**config.mk**
```make
export PLATFORM = sky130hd
export DESIGN_NAME = tlv5618_frame_ctrl
export DESIGN_NICKNAME = d
export VERILOG_FILES = /design/src/rtl/tlv5618_pkg.sv /design/src/rtl/tlv5618_tick_gen.sv /design/src/rtl/tlv5618_frame_ctrl.sv
export SDC_FILE = /design/constraint.sdc
export NUM_CORES = 1
export LEC_CHECK = 0
export CORE_UTILIZATION = 55
export CTS_CLUSTER_DIAMETER = 30
export DETAILED_ROUTE_END_ITERATION = 8
export PLACE_DENSITY = 0.91
export SLEW_MARGIN = 30
export SYNTH_ARGS = -nofsm -noshare
export SYNTH_HDL_FRONTEND = slang
export SYNTH_SLANG_ARGS = --single-unit
export TNS_END_PERCENT = 100
```
**constraint.sdc**
```tcl
create_clock -name clk -period 3 [get_ports clk]
set_clock_uncertainty 0.05 [all_clocks]
set_input_delay 0.75 -clock clk [delete_from_list [all_inputs] [get_ports clk]]
set_output_delay 0.75 -clock clk [all_outputs]
set_load 0.05 [all_outputs]
```
**src/rtl/tlv5618_pkg.sv**
```systemverilog
// rtl/tlv5618_pkg.sv - shared FSM encoding and TLV5618 control-word fields
package tlv5618_pkg;

  typedef enum logic [2:0] {
    S_IDLE   = 3'd0,
    S_SEND_B = 3'd1,
    S_WAIT_B = 3'd2,
    S_GAP    = 3'd3,
    S_SEND_A = 3'd4,
    S_WAIT_A = 3'd5
  } state_t;

  localparam int R1_BIT  = 15;
  localparam int SPD_BIT = 14;
  localparam int PWR_BIT = 13;
  localparam int R0_BIT  = 12;

  localparam logic [1:0] RR_BUF      = 2'b01;
  localparam logic [1:0] RR_A_UPD    = 2'b10;
  localparam logic [1:0] RR_B_DIRECT = 2'b00;

  // Power-down is never requested, so PWR is always cleared.
  function automatic logic [15:0] cmd_word(input logic [1:0] r1r0, input logic spd,
                                           input logic [11:0] code);
    logic [15:0] word;
    word          = {4'b0000, code};
    word[R1_BIT]  = r1r0[1];
    word[SPD_BIT] = spd;
    word[PWR_BIT] = 1'b0;
    word[R0_BIT]  = r1r0[0];
    return word;
  endfunction

endpackage

```
**src/rtl/tlv5618_tick_gen.sv**
```systemverilog
// rtl/tlv5618_tick_gen.sv - update-rate divider; counter parks at 0 while disabled
module tlv5618_tick_gen #(
  parameter int TICK_DIV = 499
) (
  input  logic clk,
  input  logic rst,
  input  logic enable,
  output logic tick
);

  localparam int W = (TICK_DIV > 0) ? $clog2(TICK_DIV + 1) : 1;

  logic [W-1:0] cnt;
  logic         at_end;

  assign at_end = (cnt == W'(TICK_DIV));
  assign tick   = enable && at_end;

  always_ff @(posedge clk) begin
    if (rst || !enable) begin
      cnt <= '0;
    end else if (at_end) begin
      cnt <= '0;
    end else begin
      cnt <= cnt + W'(1);
    end
  end

endmodule

```
**src/rtl/tlv5618_frame_ctrl.sv**
```systemverilog
// rtl/tlv5618_frame_ctrl.sv - two-transfer frame sequencer for the TLV5618 driver
// Optional set_done watchdog and sticky timeout_err: TLV5618_FRAME_CTRL_TIMEOUT_EN
module tlv5618_frame_ctrl
  import tlv5618_pkg::*;
#(
  parameter int   CLOCK_FREQ  = 50_000_000,
  parameter int   UPDATE_FREQ = 100_000,
  parameter int   TICK_DIV    = CLOCK_FREQ / UPDATE_FREQ - 1,
  parameter int   GAP_CYC     = 4,
  parameter logic SPD_FAST    = 1'b1
`ifdef TLV5618_FRAME_CTRL_TIMEOUT_EN
  ,
  parameter int   TIMEOUT_CYC = 1023
`endif
) (
  input  logic        clk,
  input  logic        rst,
  input  logic        enable,
  input  logic [11:0] sample_a,
  input  logic [11:0] sample_b,
  input  logic        sample_valid,
  output logic        sample_ready,
  output logic [15:0] set_data,
  output logic        set_go,
  input  logic        set_done,
  output logic        busy,
  output logic        frame_done,
  output logic        underrun,
  output logic        overrun
`ifdef TLV5618_FRAME_CTRL_TIMEOUT_EN
  ,
  output logic        timeout_err
`endif
);

  localparam int GW = (GAP_CYC > 1) ? $clog2(GAP_CYC) : 1;

  state_t          state, state_next;
  logic            tick;
  logic            hold_full;
  logic [11:0]     hold_a, hold_b, work_a;
  logic [GW-1:0]   gap_cnt;
  logic            gap_last, accept, start, timeout;

  tlv5618_tick_gen #(.TICK_DIV(TICK_DIV)) u_tick (
    .clk    (clk),
    .rst    (rst),
    .enable (enable),
    .tick   (tick)
  );

  assign sample_ready = ~hold_full;
  assign accept       = sample_valid && !hold_full;
  assign start        = (state == S_IDLE) && tick && hold_full;
  assign gap_last     = (gap_cnt == GW'(GAP_CYC - 1));

`ifdef TLV5618_FRAME_CTRL_TIMEOUT_EN
  localparam int WW = $clog2(TIMEOUT_CYC + 1);
  logic [WW-1:0] wd_cnt;
  logic          in_wait;

  assign in_wait = (state == S_WAIT_B) || (state == S_WAIT_A);
  assign timeout = in_wait && !set_done && (wd_cnt == WW'(TIMEOUT_CYC - 1));

  always_ff @(posedge clk) begin
    if (rst) begin
      wd_cnt      <= '0;
      timeout_err <= 1'b0;
    end else begin
      wd_cnt      <= in_wait ? wd_cnt + WW'(1) : '0;
      timeout_err <= timeout_err | timeout;
    end
  end
`else
  assign timeout = 1'b0;
`endif

  always_ff @(posedge clk) begin
    if (rst) state <= S_IDLE;
    else     state <= state_next;
  end

  always_comb begin
    state_next = state;
    case (state)
      S_IDLE:   if (start)    state_next = S_SEND_B;
      S_SEND_B:               state_next = S_WAIT_B;
      S_WAIT_B: if (set_done) state_next = S_GAP;
      S_GAP:    if (gap_last) state_next = S_SEND_A;
      S_SEND_A:               state_next = S_WAIT_A;
      S_WAIT_A: if (set_done) state_next = S_IDLE;
      default:                state_next = S_IDLE;
    endcase
    if (timeout) state_next = S_IDLE;
  end

  always_comb begin
    busy   = (state != S_IDLE);
    set_go = (state == S_SEND_B) || (state == S_SEND_A);
  end

  // set_data is loaded on the edge that enters a SEND state, so it is valid with set_go.
  always_ff @(posedge clk) begin
    if (rst) begin
      hold_full  <= 1'b0;
      hold_a     <= '0;
      hold_b     <= '0;
      work_a     <= '0;
      set_data   <= '0;
      gap_cnt    <= '0;
      frame_done <= 1'b0;
      underrun   <= 1'b0;
      overrun    <= 1'b0;
    end else begin
      frame_done <= (state == S_WAIT_A) && set_done;
      underrun   <= tick && (state == S_IDLE) && !hold_full;
      overrun    <= tick && (state != S_IDLE);
      gap_cnt    <= (state == S_GAP) ? gap_cnt + GW'(1) : '0;
      if (start) begin
        hold_full <= 1'b0;
        work_a    <= hold_a;
        set_data  <= cmd_word(RR_BUF, SPD_FAST, hold_b);
      end else if (accept) begin
        hold_full <= 1'b1;
        hold_a    <= sample_a;
        hold_b    <= sample_b;
      end
      if ((state == S_GAP) && gap_last) begin
        set_data <= cmd_word(RR_A_UPD, SPD_FAST, work_a);
      end
    end
  end

endmodule
```
==> results.ini <==
[outcome]
status = finished with violations
violations = design-rule violations

[clock_tree]
ctsHoldBuffers = 0
clockBufferDepth = 2
clkLatencyLatePin_ns = 0.34
cts_sinks = 69
cts_buffers = 9
clkTransAtPathRegs_ns = 0.06
cts-resized-gates = 0
root_buffer = clkbuf_8
tritoncts = yes
post_cts.repair.setup_buffers = 0
htreeDepth = 3

[logic_synthesis]
synth_top_flop_cell = dfxtp_1
synth_area_per_cell_sq_um = 8.21
syn-num-nets = 349
synthesis.area_sq_um = 2610
synth_cells = 318
synthArstFlopShare = 0
synth_cell_type_count = 34
ys_seq_area_frac = 0.529
synth-seq-cells = 69
synth_edf_count = 0
yosysWarnings = 0

[power_and_ir_drop]
p_comb_frac = 0.081
p_total_mw = 1.77
p_per_area_nw_per_um2 = 540
p_leak_nw = 1.20
sw_frac_of_total = 0.236
seqPwrFrac = 0.543
p_sw_mw = 0.416
p_clk_frac = 0.376
peakVddDrop_uv = 419
internal_power_mw = 1.35

[floorplan]
num_io_pins = 51
fp.coreArea_sq_um = 4440
die_x_um = 70.9
initial_utilization = 0.587
dieArea_sq_um = 5020
rows = 24
die_y_um = 70.9

[finish]
n_antenna_cell = 0
drive_gt1_frac = 0.0546
nets = 392
area.growth.synth_to_final_pct = 25.4
final_common_cell = nand2_1
final_area_sq_um = 3270
final_cell_mix = 103 x nand2_1, 69 x dfxtp_1, 49 x clkdlybuf4s50_1, 40 x a21oi_1, 14 x a31oi_1

[drt]
vias = 2316
detailedRoute.firstPassIterationCount = 9
drt-total-wl_um = 5420
post-route-drc-count = 2
routed_via_density = 5.54
wl_per_cell_um = 13.0
ant_nets = 0
drt_first_iter_violations = 140

[setup_path]
crit_buf_inv = 2
cp_slowest_stage_delay_ns = 0.81
path_cells = nor3_4 -> inv_1 -> clkdlybuf4s50_1
crit_slowest_cell = clkdlybuf4s50_1
critPathKind = reg -> out
crit_required_ns = 2.20
crit_family = buffers and inverters
crit_arrival_ns = 1.88
cp-end-kind = output pin
critPathLaunchType = flop
worstPathMaxFanout = 9

[worst_hold_path]
hold_path_class = reg -> reg

[timing]
hold_viol = 0
rsz0062_at_grt = no
setup_viol = 0
finalMaxSlewViolations = 0
fin_crit_ns = 2.68
maxSlewHeadroom = 0.502
clock.fmax_mhz = 374
worst_slew_pin_slew_ns = 0.745
final.setup.tns_ns = 0
finalCritPeriodShare = 0.892

[place]
detailed_place_hpwl_um = 3470
place_area_sq_um = 3090
gp_congestion = 0.788
portBuffers = 49

[global_routing]
grt_pass1_vias = 2100
grt_use_total = 0.236
grt_pass1_wl_um = 9160
antenna_found_initial = 0
gr-total-overflow = 0
grt_max_degree = 46

[flow_run]
max_cap_violations = 0

==> Yosys cell counts, types with 2 or more instances <==
cell type,instances,share of area
inv_1,7,0.010
nand2_1,103,0.15
buf_2,5,0.0096
ha_1,2,0.0096
o21ai_0,11,0.021
a31oi_1,14,0.034
a21oi_1,40,0.077
and4_1,2,0.0067
buf_6,3,0.013
xnor2_1,2,0.0067
xor2_1,6,0.020
nand4_1,3,0.0072
nor3_1,3,0.0058
nand3_1,4,0.0077
nor2_1,12,0.017
clkbuf_1,13,0.019
nor4_1,3,0.0072
dfxtp_1,69,0.53
==> cell families (layout without fill, tap and decap cells) <==
logic type	Yosys count	after routing	synth area share
simple gates	140	140	0.235
fa+ha+maj	2	2	0.00959
flops	69	69	0.529
other cells	1	1	0.00144
xor+xnor	8	8	0.0268
buf+inv	29	77	0.0542
compound gates	69	69	0.144
==> through the flow <==
step / setup WS (ns) / utilization / instances / hold WS, ns
2_1_floorplan: 0.985 / - / 318 / 0.356
3_3_place_gp: 0.552 / 0.696 / 401 / 0.367
3_5_place_dp: 0.505 / 0.696 / 401 / 0.375
4_1_cts: 0.310 / 0.735 / 417 / 0.384
5_1_grt: 0.237 / 0.736 / 418 / 0.400
6_report: 0.323 / 0.736 / 418 / 0.380
==> state kept, by name (all words and copies together) (netlist names) <==
signal,flops
state,3
hold_a,12
gap_cnt,2
work_a,12
overrun,1
hold_full,1
frame_done,1
u_tick.cnt,9
hold_b,12
underrun,1
set_data,15
==> final timing paths <==
kind	from	end	slack, ns	cells past startpoint
hold / removal	gap_cnt[0]	gap_cnt[0]	0.38	1
hold reg to reg	gap_cnt[0]	gap_cnt[0]	0.38	1
setup reg to reg	u_tick.cnt[0]	set_data[4]	0.98	6
setup / recovery	state[0]	busy	0.32	3
==> power by group through the flow <==
stage               logic (mW)  registers (mW)  clock network, mW
floorplan               0.0921           0.968                  0
global placement         0.139           0.979                  0
detailed placement       0.142           0.980                  0
CTS                      0.143           0.959              0.667
global route             0.158           0.962              0.707
finish                   0.143           0.960              0.663
==> per-layer routing <==
layer,vias up,routed length [um],GRT usage
li1,1148,-,-
met1,1097,2500,0.302
met2,61,2570,0.374
met3,10,237,0.0499
met4,0,107,0.131
met5,-,0,0
==> area by class of cell <==
class / instances / area, sq um
Clock inverter: 1 / 5.00
Fill cell: 323 / 1170
Inverter: 7 / 26.3
Tap cell: 52 / 65.1
Clock buffer: 15 / 166
Sequential cell: 69 / 1380
Multi-Input combinational cell: 220 / 1090
Timing Repair Buffer: 54 / 541
(Power assumes the default switching activity.)
